$ cat src/rtl/serial_add_ctrl.sv
// Bit-serial adder sequencer driving one shared external full-adder cell.
// Adds two WIDTH-bit operands LSB first, one bit pair per clock.
module serial_add_ctrl #(
    parameter int WIDTH = 8
) (
    input  logic             clk,
    input  logic             rst,
    input  logic             start,
    input  logic [WIDTH-1:0] op_a,
    input  logic [WIDTH-1:0] op_b,
    input  logic             cin,
    output logic             fa_a,
    output logic             fa_b,
    output logic             fa_c,
    input  logic             fa_s,
    input  logic             fa_cout,
    output logic             busy,
    output logic             done,
    output logic [WIDTH-1:0] sum,
    output logic             cout
);

    localparam int CW = $clog2(WIDTH) + 1;

    typedef enum logic [1:0] {
        IDLE = 2'd0,
        ADD  = 2'd1,
        DONE = 2'd2
    } state_t;

    state_t           state;
    state_t           state_nxt;
    logic [WIDTH-1:0] a_sh;
    logic [WIDTH-1:0] b_sh;
    logic [WIDTH-1:0] sum_sh;
    logic             carry;
    logic [CW-1:0]    cnt;
    logic             last;
    logic             load;

    assign last = (cnt == CW'(WIDTH - 1));
    // A new request is taken in IDLE or straight out of DONE (back-to-back)
    assign load = start && (state == IDLE || state == DONE);

    // State register
    always_ff @(posedge clk or posedge rst) begin
        if (rst) state <= IDLE;
        else     state <= state_nxt;
    end

    // Next-state logic
    always_comb begin
        state_nxt = state;
        unique case (state)
            IDLE:    if (start) state_nxt = ADD;
            ADD:     if (last)  state_nxt = DONE;
            DONE:    state_nxt = start ? ADD : IDLE;
            default: state_nxt = IDLE;
        endcase
    end

    // Outputs: adder cell is fed only while adding, idle-low otherwise
    always_comb begin
        busy = 1'b0;
        done = 1'b0;
        fa_a = 1'b0;
        fa_b = 1'b0;
        fa_c = 1'b0;
        unique case (state)
            ADD: begin
                busy = 1'b1;
                fa_a = a_sh[0];
                fa_b = b_sh[0];
                fa_c = carry;
            end
            DONE:    done = 1'b1;
            default: ;
        endcase
    end

    // Operand shifters, carry, bit counter and result registers
    always_ff @(posedge clk or posedge rst) begin
        if (rst) begin
            a_sh   <= '0;
            b_sh   <= '0;
            sum_sh <= '0;
            carry  <= 1'b0;
            cnt    <= '0;
            sum    <= '0;
            cout   <= 1'b0;
        end else if (load) begin
            a_sh  <= op_a;
            b_sh  <= op_b;
            carry <= cin;
            cnt   <= '0;
        end else if (state == ADD) begin
            a_sh   <= {1'b0, a_sh[WIDTH-1:1]};
            b_sh   <= {1'b0, b_sh[WIDTH-1:1]};
            sum_sh <= {fa_s, sum_sh[WIDTH-1:1]};
            carry  <= fa_cout;
            cnt    <= cnt + 1'b1;
            // Results only move on the final bit, so they hold during a new add
            if (last) begin
                sum  <= {fa_s, sum_sh[WIDTH-1:1]};
                cout <= fa_cout;
            end
        end
    end

endmodule

$ cat config.mk
export PLATFORM = sky130hd
export DESIGN_NAME = serial_add_ctrl
export DESIGN_NICKNAME = d
export VERILOG_FILES = /design/src/rtl/serial_add_ctrl.sv
export SDC_FILE = /design/constraint.sdc
export NUM_CORES = 1
export LEC_CHECK = 0
export CAP_MARGIN = 0
export CORE_MARGIN = 10
export CORE_UTILIZATION = 35
export CTS_BUF_LIST = sky130_fd_sc_hd__clkbuf_4 sky130_fd_sc_hd__clkbuf_8 sky130_fd_sc_hd__clkbuf_16
export CTS_CLUSTER_SIZE = 28
export DETAILED_ROUTE_END_ITERATION = 10
export DONT_BUFFER_PORTS = 1
export PLACE_DENSITY = 0.54
export SYNTH_ARGS = -nofsm -noshare
export SYNTH_HDL_FRONTEND = slang
export SYNTH_SLANG_ARGS = --single-unit
$ cat constraint.sdc
create_clock -name clk -period 2.45 [get_ports clk]
set_input_delay 0.245 -clock clk [delete_from_list [all_inputs] [get_ports clk]]
set_output_delay 0.245 -clock clk [all_outputs]
set_load 0.01 [all_outputs]
==> results of run 1 <==
-- cells by family (layout without fill, tap and decap cells) --
kind of cell	Yosys count	in the layout
simple gates	78	78
flops	39	39
compound gates	20	20
buf+inv	12	14
mux	10	10
fa+ha+maj	1	1
xor+xnor	1	1
-- through the flow --
stage / utilization (%) / power, mW / cell area, um^2
after global routing: 40.5 / 2.66 / 1800
after detailed placement: 37.7 / 1.93 / 1680
final: 40.5 / 2.43 / 1800
after floorplan: - / 1.75 / 1640
after CTS: 40.5 / 2.48 / 1800
after global placement: 37.7 / 1.89 / 1680
-- sequential cells by signal, indices dropped and copies added, names as in the netlist --
signal	flops
a_sh	8
b_sh	8
carry	1
cnt	4
cout	1
state	2
sum	8
sum_sh	7
-- metal layers --
| layer | vias up | GRT usage, % |
|---|---|---|
| li1 | 538 | - |
| met1 | 542 | 11.7 |
| met2 | 44 | 14.7 |
| met3 | 9 | 5.79 |
| met4 | 0 | 4.85 |
| met5 | - | 0 |
-- repair_timing --
action                                 4_1_cts  5_1_grt
resized for setup                            0        0
endpoints found under the hold margin       39        0
hold buffers                                 1        0
-- final cells by class --
cell class,count,area (um^2),area share [%]
sequential,39,976,54.2
inverter,2,7.51,0.417
multi-input combinational,110,606,33.7
clock buffer,5,68.8,3.82
tap,52,65.1,3.62
timing repair buffer,4,32.5,1.81
clock inverter,3,43.8,2.43
-- worst paths after layout --
check                                      from               endpoint  slack [ns]  depth (start not counted)
setup / recovery           state[1]$_DFFE_PP0P_                   busy        0.25                          3
hold / removal                             fa_s  sum_sh[7]$_DFFE_PP0P_        0.07                          2
hold reg to reg               carry$_DFFE_PP0P_      carry$_DFFE_PP0P_        0.50                          2
setup reg to reg           state[1]$_DFFE_PP0P_     cnt[3]$_DFFE_PP0P_        0.60                          4
max in group asynchronous                   rst      carry$_DFFE_PP0P_        1.60                          3
min in group asynchronous                   rst     sum[5]$_DFFE_PP0P_        0.50                          3
-- cells in the mapped netlist (all sizes together), types with 3 or more instances --
master and instances:
nand2 49, a22oi 5, and2 3, clkbuf 6, mux2 9, dfrtp 39, a31oi 9, nor2 12
buf 4, nand3 6
-- power breakdown --
part | internal, mW | switching [mW] | total, mW | leakage (nW)
logic | 0.301 | 0.442 | 0.743 | 0.310
clock network | 0.303 | 0.230 | 0.533 | 0.0581
registers | 0.935 | 0.222 | 1.16 | 0.489
==> flow_summary.ini, run 1 <==
[detailed_routing]
detailroute.wirelength.met2_mm = 1.55
routed_wl_mm = 3.56
route.detailed.drc = 0
route.detailed.wl_per_inst_um = 16.6
met3_length_um = 460
met1_wirelength_mm = 1.48
dr_total_vias = 1133
drt_pass1_iterations = 4
drt_iter0_drc = 96
vias_per_cell = 5.27
dr.max_layer_used = met4
ant_nets = 0

[clock_network]
post-cts-setup-buffer-count = 0
tritoncts = done
insertion_delay_ns = 0.29
cts_buffers = 5
cts.sink_count = 39
ctsHtreeMaxLevel = 2
clockBufferDepth = 2
path_clk_slew_ns = 0.08
cts.root.buffer_cell = sky130_fd_sc_hd__clkbuf_8

[sta]
fin_crit_ns = 2.20
unrepaired_setup_endpoints_after_global_routing = false
max_freq_mhz = 454
min_period_over_period_pct = 89.8
final_critical_path_setup_slack_ns = 0.250
pin_slew_with_the_least_headroom_to_its_limit_ns = 0.997
fin_hold_ws_ns = 0.0729
worst_slew_margin_rel_pct = 33.6
hold_violations = 0
final_sum_of_negative_setup_slack_ns = 0
drv_slew = 0
setup_viol_count_final = 0
setup_skew_ns = 0.00750

[place]
rd_place_congestion = 0.755
placedCellCount = 206
dp_hpwl_mm = 2.51
post-place-ws_ns = 0.544
buffer_ports.inserted = 0

[setup_path]
critPathLaunchType = flop
cp_data_arrival_time_ns = 1.96
crit_path_cell_trace = nand2b_1 -> inv_1 -> buf_4
slowest_delay_ns = 0.64
timing.critical_path.slowest_stage_cell = sky130_fd_sc_hd__inv_1
cp_top_family = buffers and inverters
worst-path-max-fanout = 24
worst-path-buf-inv = 2
crit_required_ns = 2.20
critical_path.endpoint_type = output port
criticalPathCategory = reg2out

[synthesis]
netlist_top_cells_area = sky130_fd_sc_hd__dfrtp_1 (60%), sky130_fd_sc_hd__nand2_1 (11%), sky130_fd_sc_hd__mux2_2 (6.2%)
ys.warnings.count = 0
synth.ff_latch_count = 39
count_of_flip_flops_with_a_built_in_enable_after_synthesis = 0
ys_async_sr_fraction_pct = 100
post_synth_fa_ha_maj_area_fraction_pct = 0.764
yosysTopAreaCellShare_pct = 59.6
yosysTopAreaCell = sky130_fd_sc_hd__dfrtp_1
synth.mux.area_fraction_pct = 6.80
synth_area_mm2 = 0.00164
synth_fp_nets = 184
synth_sequential_area_ratio_pct = 59.6
synthesis.instances = 161
synth_top_family_by_area = simple AND/OR/NAND/NOR gates
post_synth_num_cell_types = 25
synth_area_per_cell_um2 = 10.2
synth_compound_gate_area_share_pct = 8.10
synth_simple_gate_area_share_pct = 20.8
postSynth.topFlopCell = sky130_fd_sc_hd__dfrtp_1
synth_xor_xnor_area_share_pct = 0.535

[floorplanning]
fp-row-count = 24
fp.dieW_um = 88.4
die_outline_area_mm2 = 0.00782
top_level_ports = 36
floorplan.core_area_mm2 = 0.00444
initial_core_util_pct = 36.9
die_height_um = 88.4

[outcome]
status = finished, final reports clean

[grt]
grt_usage_pct = 10.1
number_of_global_route_vias_before_repair = 1174
antenna_found_initial = 0
grt.overflow.total = 0
maximum_number_of_pins_on_one_net_before_global_route_repair = 40
grt_pass1_wl_mm = 6.05

[pwr]
p_per_area_mw_per_mm2 = 1350
power_leakage_nw = 0.857
ir_drop_v = 0.000581

[final_layout]
total_number_of_nets_in_the_final_design = 185
drive_above_1_share_pct = 12.9
mostFrequentLayoutCells = sky130_fd_sc_hd__nand2_1 (49), sky130_fd_sc_hd__dfrtp_1 (39), sky130_fd_sc_hd__nor2_1 (12)
final_cells = 215
n_antenna_cell = 0
layout.cells.most_common = sky130_fd_sc_hd__nand2_1
num-fill-cells = 441
area.growth.synth_to_final_pct = 9.86

[job]
cap_viol_max_count = 0

[hold_path]
worstHoldPathType = in2reg
Power figures use the tool's default switching activity.
==> inputs of run 2 (changes only) <==
--- a/config.mk
+++ b/config.mk
@@ -6,13 +6,15 @@
 export NUM_CORES = 1
 export LEC_CHECK = 0
 export CAP_MARGIN = 0
-export CORE_MARGIN = 10
+export CELL_PAD_IN_SITES_DETAIL_PLACEMENT = 1
+export CELL_PAD_IN_SITES_GLOBAL_PLACEMENT = 2
+export CORE_MARGIN = 1
 export CORE_UTILIZATION = 35
 export CTS_BUF_LIST = sky130_fd_sc_hd__clkbuf_4 sky130_fd_sc_hd__clkbuf_8 sky130_fd_sc_hd__clkbuf_16
 export CTS_CLUSTER_SIZE = 28
 export DETAILED_ROUTE_END_ITERATION = 10
 export DONT_BUFFER_PORTS = 1
-export PLACE_DENSITY = 0.54
+export PLACE_DENSITY = 0.76
 export SYNTH_ARGS = -nofsm -noshare
 export SYNTH_HDL_FRONTEND = slang
 export SYNTH_SLANG_ARGS = --single-unit
==> constraint.sdc (replaced) <==
create_clock -name clk -period 2.4 [get_ports clk]
set_input_delay 0.24 -clock clk [delete_from_list [all_inputs] [get_ports clk]]
set_output_delay 0.24 -clock clk [all_outputs]
set_load 0.01 [all_outputs]
==> run 2 against run 1 <==
Worst hold slack better by 0.0029 ns; count of clock-buffer cells in the layout is 1 higher; sequential power hardly changed; non-clock buffer count is 2 higher; register-to-register slack worse by 0.03 ns; largest cell class unchanged; largest power group unchanged.
==> flow_summary.ini, run 2 (synthesized netlist as in run 1, its figures left out) <==
[grt]
grt_pass1_wl_mm = 5.98
maximum_number_of_pins_on_one_net_before_global_route_repair = 40
grt_usage_pct = 15.6
number_of_global_route_vias_before_repair = 1261
grt.overflow.total = 0
antenna_found_initial = 0

[outcome]
status = finished, final reports clean

[final_layout]
largest_registers = a_sh: 8 flops, b_sh: 8 flops, sum: 8 flops
num-fill-cells = 512
post-route-cell-area_mm2 = 0.00178
n_antenna_cell = 0
mostFrequentLayoutCells = sky130_fd_sc_hd__nand2_1 (49), sky130_fd_sc_hd__dfrtp_1 (39), sky130_fd_sc_hd__nor2_1 (12)
total_number_of_nets_in_the_final_design = 187
area.growth.synth_to_final_pct = 8.56
drive_above_1_share_pct = 12.9
layout.cells.most_common = sky130_fd_sc_hd__nand2_1

[pwr]
ir_drop_v = 0.000411
p_per_area_mw_per_mm2 = 1330
power_leakage_nw = 0.849

[setup_path]
slowest_delay_ns = 0.61
cp_data_arrival_time_ns = 1.91
crit_required_ns = 2.16
crit_path_cell_trace = nand2b_1 -> inv_1 -> buf_4
criticalPathCategory = reg2out
critical_path.endpoint_type = output port
worst-path-max-fanout = 24
critPathLaunchType = flop
timing.critical_path.slowest_stage_cell = sky130_fd_sc_hd__inv_1

[sta]
hold_violations = 0
setup_viol_count_final = 0
worst_slew_margin_rel_pct = 54.0
min_period_over_period_pct = 89.8
unrepaired_setup_endpoints_after_global_routing = false
setup_skew_ns = 0.00548
fin_crit_ns = 2.15
pin_slew_with_the_least_headroom_to_its_limit_ns = 0.689
max_freq_mhz = 464
final_sum_of_negative_setup_slack_ns = 0
drv_slew = 0

[place]
dp_hpwl_mm = 2.47
buffer_ports.inserted = 0
rd_place_congestion = 0.775
dpl-instance-area_mm2 = 0.00169

[detailed_routing]
dr_total_vias = 1139
routed_wl_mm = 3.48
drt_iter0_drc = 32
route.detailed.drc = 0
route.detailed.wl_per_inst_um = 16.2
drt_pass1_iterations = 3
ant_nets = 0
vias_per_cell = 5.30

[floorplanning]
die_height_um = 70.4
floorplan.core_area_mm2 = 0.00441
initial_core_util_pct = 37.1
fp-row-count = 24
die_outline_area_mm2 = 0.00496
fp.dieW_um = 70.4
top_level_ports = 36

[job]
cap_viol_max_count = 0

[clock_network]
path_clk_slew_ns = 0.06
tritoncts = done
cts_buffers = 5
clockBufferDepth = 2
insertion_delay_ns = 0.28
cts.sink_count = 39
post-cts-setup-buffer-count = 0
cts_resized = 0
cts.root.buffer_cell = sky130_fd_sc_hd__clkbuf_8
ctsHtreeMaxLevel = 2

[hold_path]
worstHoldPathType = in2reg
-- run 2: per-layer routing --
metal	vias up	wire, um	track usage (%)
li1	535	-	-
met1	569	1390	17.7
met2	29	1820	27.0
met3	6	223	5.48
met4	0	41	5.33
met5	-	0	0
-- run 2: critical path, delay by kind of cell, from the launching register on --
| kind | cells | cell delay, ns |
|---|---|---|
| buf+inv | 2 | 0.90 |
| flops | 1 | 0.38 |
| simple gates | 1 | 0.34 |
-- run 2: timing repair --
item                                    CTS  global route
endpoints found under the hold margin    39             0
endpoints found under the setup margin    0             0
hold buffers                              1             0
-- run 2: cell type report --
| type | instances | area [um^2] | area share (%) |
|---|---|---|---|
| Tap cell | 52 | 65.1 | 3.66 |
| Multi-Input combinational cell | 110 | 606 | 34.1 |
| Inverter | 2 | 7.51 | 0.422 |
| Sequential cell | 39 | 976 | 54.9 |
| Timing Repair Buffer | 6 | 47.5 | 2.67 |
| Clock buffer | 6 | 76.3 | 4.29 |
-- run 2: worst paths after layout --
kind                                       startpoint  slack [ns]  depth (start not counted)                    end
worst max-delay path             state[1]$_DFFE_PP0P_        0.25                          3                   busy
worst min-delay path                             fa_s        0.08                          2  sum_sh[7]$_DFFE_PP0P_
worst max register to register   state[1]$_DFFE_PP0P_        0.57                          5  sum_sh[3]$_DFFE_PP0P_
worst min register to register  sum_sh[1]$_DFFE_PP0P_        0.49                          2  sum_sh[1]$_DFFE_PP0P_
max in group asynchronous                         rst        1.54                          3    b_sh[6]$_DFFE_PP0P_
min in group asynchronous                         rst        0.52                          3     sum[6]$_DFFE_PP0P_
-- run 2: metrics by stage --
stage	power [mW]	hold WS [ns]	instances	utilization, %	setup WS [ns]
after floorplan	1.78	0.345	161	-	0.941
after global placement	1.94	0.281	208	38.3	0.563
after detailed placement	2.00	0.293	208	38.3	0.518
after CTS	2.43	0.0702	215	40.3	0.203
after global routing	2.58	0.0687	215	40.3	0.0246
final	2.37	0.0758	215	40.3	0.246
-- run 2: power breakdown --
part | switching, mW | total (mW) | internal [mW]
registers | 0.226 | 1.18 | 0.955
logic | 0.463 | 0.787 | 0.324
clock network | 0.199 | 0.404 | 0.205
==> inputs of run 3 (changes only) <==
--- a/config.mk
+++ b/config.mk
@@ -6,7 +6,7 @@
 export NUM_CORES = 1
 export LEC_CHECK = 0
 export CAP_MARGIN = 0
-export CELL_PAD_IN_SITES_DETAIL_PLACEMENT = 1
+export CELL_PAD_IN_SITES_DETAIL_PLACEMENT = 2
 export CELL_PAD_IN_SITES_GLOBAL_PLACEMENT = 2
 export CORE_MARGIN = 1
 export CORE_UTILIZATION = 35
==> run 3 against run 2 <==
Core utilization up 0.48 points; register-to-register slack worse by 0.16 ns; critical path depth unchanged; clock skew down 0.0011 ns; maximum frequency up 0.79%; worst setup slack better by 0.017 ns; cell area up 1.2%; via count up 2.0%; global-route usage up 1.5 points.
==> flow_summary.ini, run 3 (synthesized netlist as in run 1, its figures left out) <==
[sta]
max_freq_mhz = 468
min_period_over_period_pct = 89.1
unrepaired_setup_endpoints_after_global_routing = false
hold_violations = 0
final_sum_of_negative_setup_slack_ns = 0
final_critical_path_setup_slack_ns = 0.263
drv_slew = 0
fin_crit_ns = 2.14
setup_viol_count_final = 0
setup_skew_ns = 0.00440
pin_slew_with_the_least_headroom_to_its_limit_ns = 0.617
worst_slew_margin_rel_pct = 58.8

[grt]
globalRouteMet2Util_pct = 27.0
number_of_global_route_vias_before_repair = 1311
grt_use_met1_pct = 20.1
grt_pass1_wl_mm = 6.44
antenna_found_initial = 0
grt.overflow.total = 0
gr-usage-met3_pct = 7.79
maximum_number_of_pins_on_one_net_before_global_route_repair = 40
grt_busiest_layer = met2
grt_usage_pct = 17.1

[setup_path]
worst-path-max-fanout = 12
slowest_delay_ns = 0.47
critical_path.endpoint_type = output port
crit_path_cell_trace = nand2b_1 -> clkinvlp_4 -> and2_1
cp_top_family = simple AND/OR/NAND/NOR gates
timing.critical_path.slowest_stage_cell = sky130_fd_sc_hd__nand2b_1
crit_required_ns = 2.16
worst-path-buf-inv = 1
criticalPathCategory = reg2out
cp_data_arrival_time_ns = 1.90
critPathLaunchType = flop

[pwr]
comb_power_share_pct = 33.5
clkPwrFrac_pct = 18.0
ir_drop_v = 0.000495
sequentialPowerShare_pct = 48.5
switchingPower_mw = 0.942
power.switching_fraction_pct = 38.7
total_power_mw = 2.44
power_report.internal_total_mw = 1.49
p_per_area_mw_per_mm2 = 1350
power_leakage_nw = 0.849

[floorplanning]
die_height_um = 70.4
fp.dieW_um = 70.4
floorplan.core_area_mm2 = 0.00441
initial_core_util_pct = 37.1
top_level_ports = 36
fp-row-count = 24
die_outline_area_mm2 = 0.00496

[detailed_routing]
route.detailed.drc = 0
route.detailed.wl_per_inst_um = 17.4
dr_total_vias = 1162
vias_per_cell = 5.33
drt_iter0_drc = 39
ant_nets = 0
drt_pass1_iterations = 4
routed_wl_mm = 3.80

[job]
cap_viol_max_count = 0

[clock_network]
cts_buffers = 5
cts.root.buffer_cell = sky130_fd_sc_hd__clkbuf_8
clockBufferDepth = 2
ctsHtreeMaxLevel = 2
tritoncts = done
post-cts-setup-buffer-count = 0
cts.sink_count = 39
insertion_delay_ns = 0.29
path_clk_slew_ns = 0.08

[place]
post-place-ws_ns = 0.476
rd_place_congestion = 0.775
dp_hpwl_mm = 2.65
buffer_ports.inserted = 0

[outcome]
status = finished, final reports clean

[final_layout]
finish.utilization_pct = 40.8
largest_registers = a_sh: 8 flops, b_sh: 8 flops, sum: 8 flops
n_antenna_cell = 0
area.growth.synth_to_final_pct = 9.86
drive_above_1_share_pct = 15.1
layout.cells.most_common = sky130_fd_sc_hd__nand2_1
mostFrequentLayoutCells = sky130_fd_sc_hd__nand2_1 (49), sky130_fd_sc_hd__dfrtp_1 (39), sky130_fd_sc_hd__nor2_1 (12)
num-fill-cells = 480
total_number_of_nets_in_the_final_design = 188

[hold_path]
worstHoldPathType = in2reg
==> run 3: cell count changes in the layout (fill, tap and decap cells not counted), sizes merged <==
cell,delta
clkinv,+1
clkinvlp,+3
inv,-1
==> run 3: per-layer routing <==
layer	routed length, um	vias up	share of wire [%]
met1	1560	589	41
met5	0	-	0
li1	-	538	-
met3	244	6	6.4
met4	73	0	1.9
met2	1930	29	51
==> run 3: final timing paths <==
kind | depth (start not counted) | to | slack (ns) | startpoint
max | 3 | fa_c | 0.26 | state[0]$_DFFE_PP0P_
min | 2 | sum_sh[7]$_DFFE_PP0P_ | 0.07 | fa_s
max reg2reg | 4 | b_sh[7]$_DFFE_PP0P_ | 0.41 | state[0]$_DFFE_PP0P_
min reg2reg | 2 | sum_sh[1]$_DFFE_PP0P_ | 0.49 | sum_sh[1]$_DFFE_PP0P_
max in group asynchronous | 3 | b_sh[0]$_DFFE_PP0P_ | 1.54 | rst
min in group asynchronous | 3 | state[1]$_DFFE_PP0P_ | 0.50 | rst
==> run 3: worst register-to-register path: stages, from the launching register on <==
cell                         delay [ns]
sky130_fd_sc_hd__dfrtp_1           0.42
sky130_fd_sc_hd__nand2b_1          0.47
sky130_fd_sc_hd__clkinvlp_2        0.63
sky130_fd_sc_hd__buf_4             0.30
sky130_fd_sc_hd__a21oi_1           0.10
==> run 3: power groups by stage <==
stage	sequential (mW)	clock, mW	combinational (mW)
finish	1.18	0.439	0.817
global route	1.22	0.492	0.933
CTS	1.19	0.464	0.819
detailed placement	1.20	0	0.816
global placement	1.18	0	0.758
floorplan	1.13	0	0.652
==> run 3: cell type report <==
type	count	area [um^2]	area share [%]
Sequential cell	39	976	54.2
Multi-Input combinational cell	110	606	33.7
Clock buffer	6	76.3	4.24
Tap cell	52	65.1	3.62
Timing Repair Buffer	6	47.5	2.64
Clock inverter	2	12.5	0.695
Inverter	2	11.3	0.626
Timing Repair inverter	1	5.00	0.278
==> run 3: metrics by stage <==
| step | hold slack, ns | area [um^2] | std cells |
|---|---|---|---|
| final | 0.0654 | 1800 | 218 |
| after global routing | 0.0526 | 1800 | 218 |
| after CTS | 0.0517 | 1790 | 217 |
| after detailed placement | 0.291 | 1690 | 208 |
| after global placement | 0.281 | 1690 | 208 |
| after floorplan | 0.345 | 1640 | 161 |
==> run 3: timing repair <==
item / CTS / global route
hold buffers: 1 / 0
hold endpoints to repair: 39 / 0
setup endpoints to repair: 0 / 2
resized for setup: 0 / 1
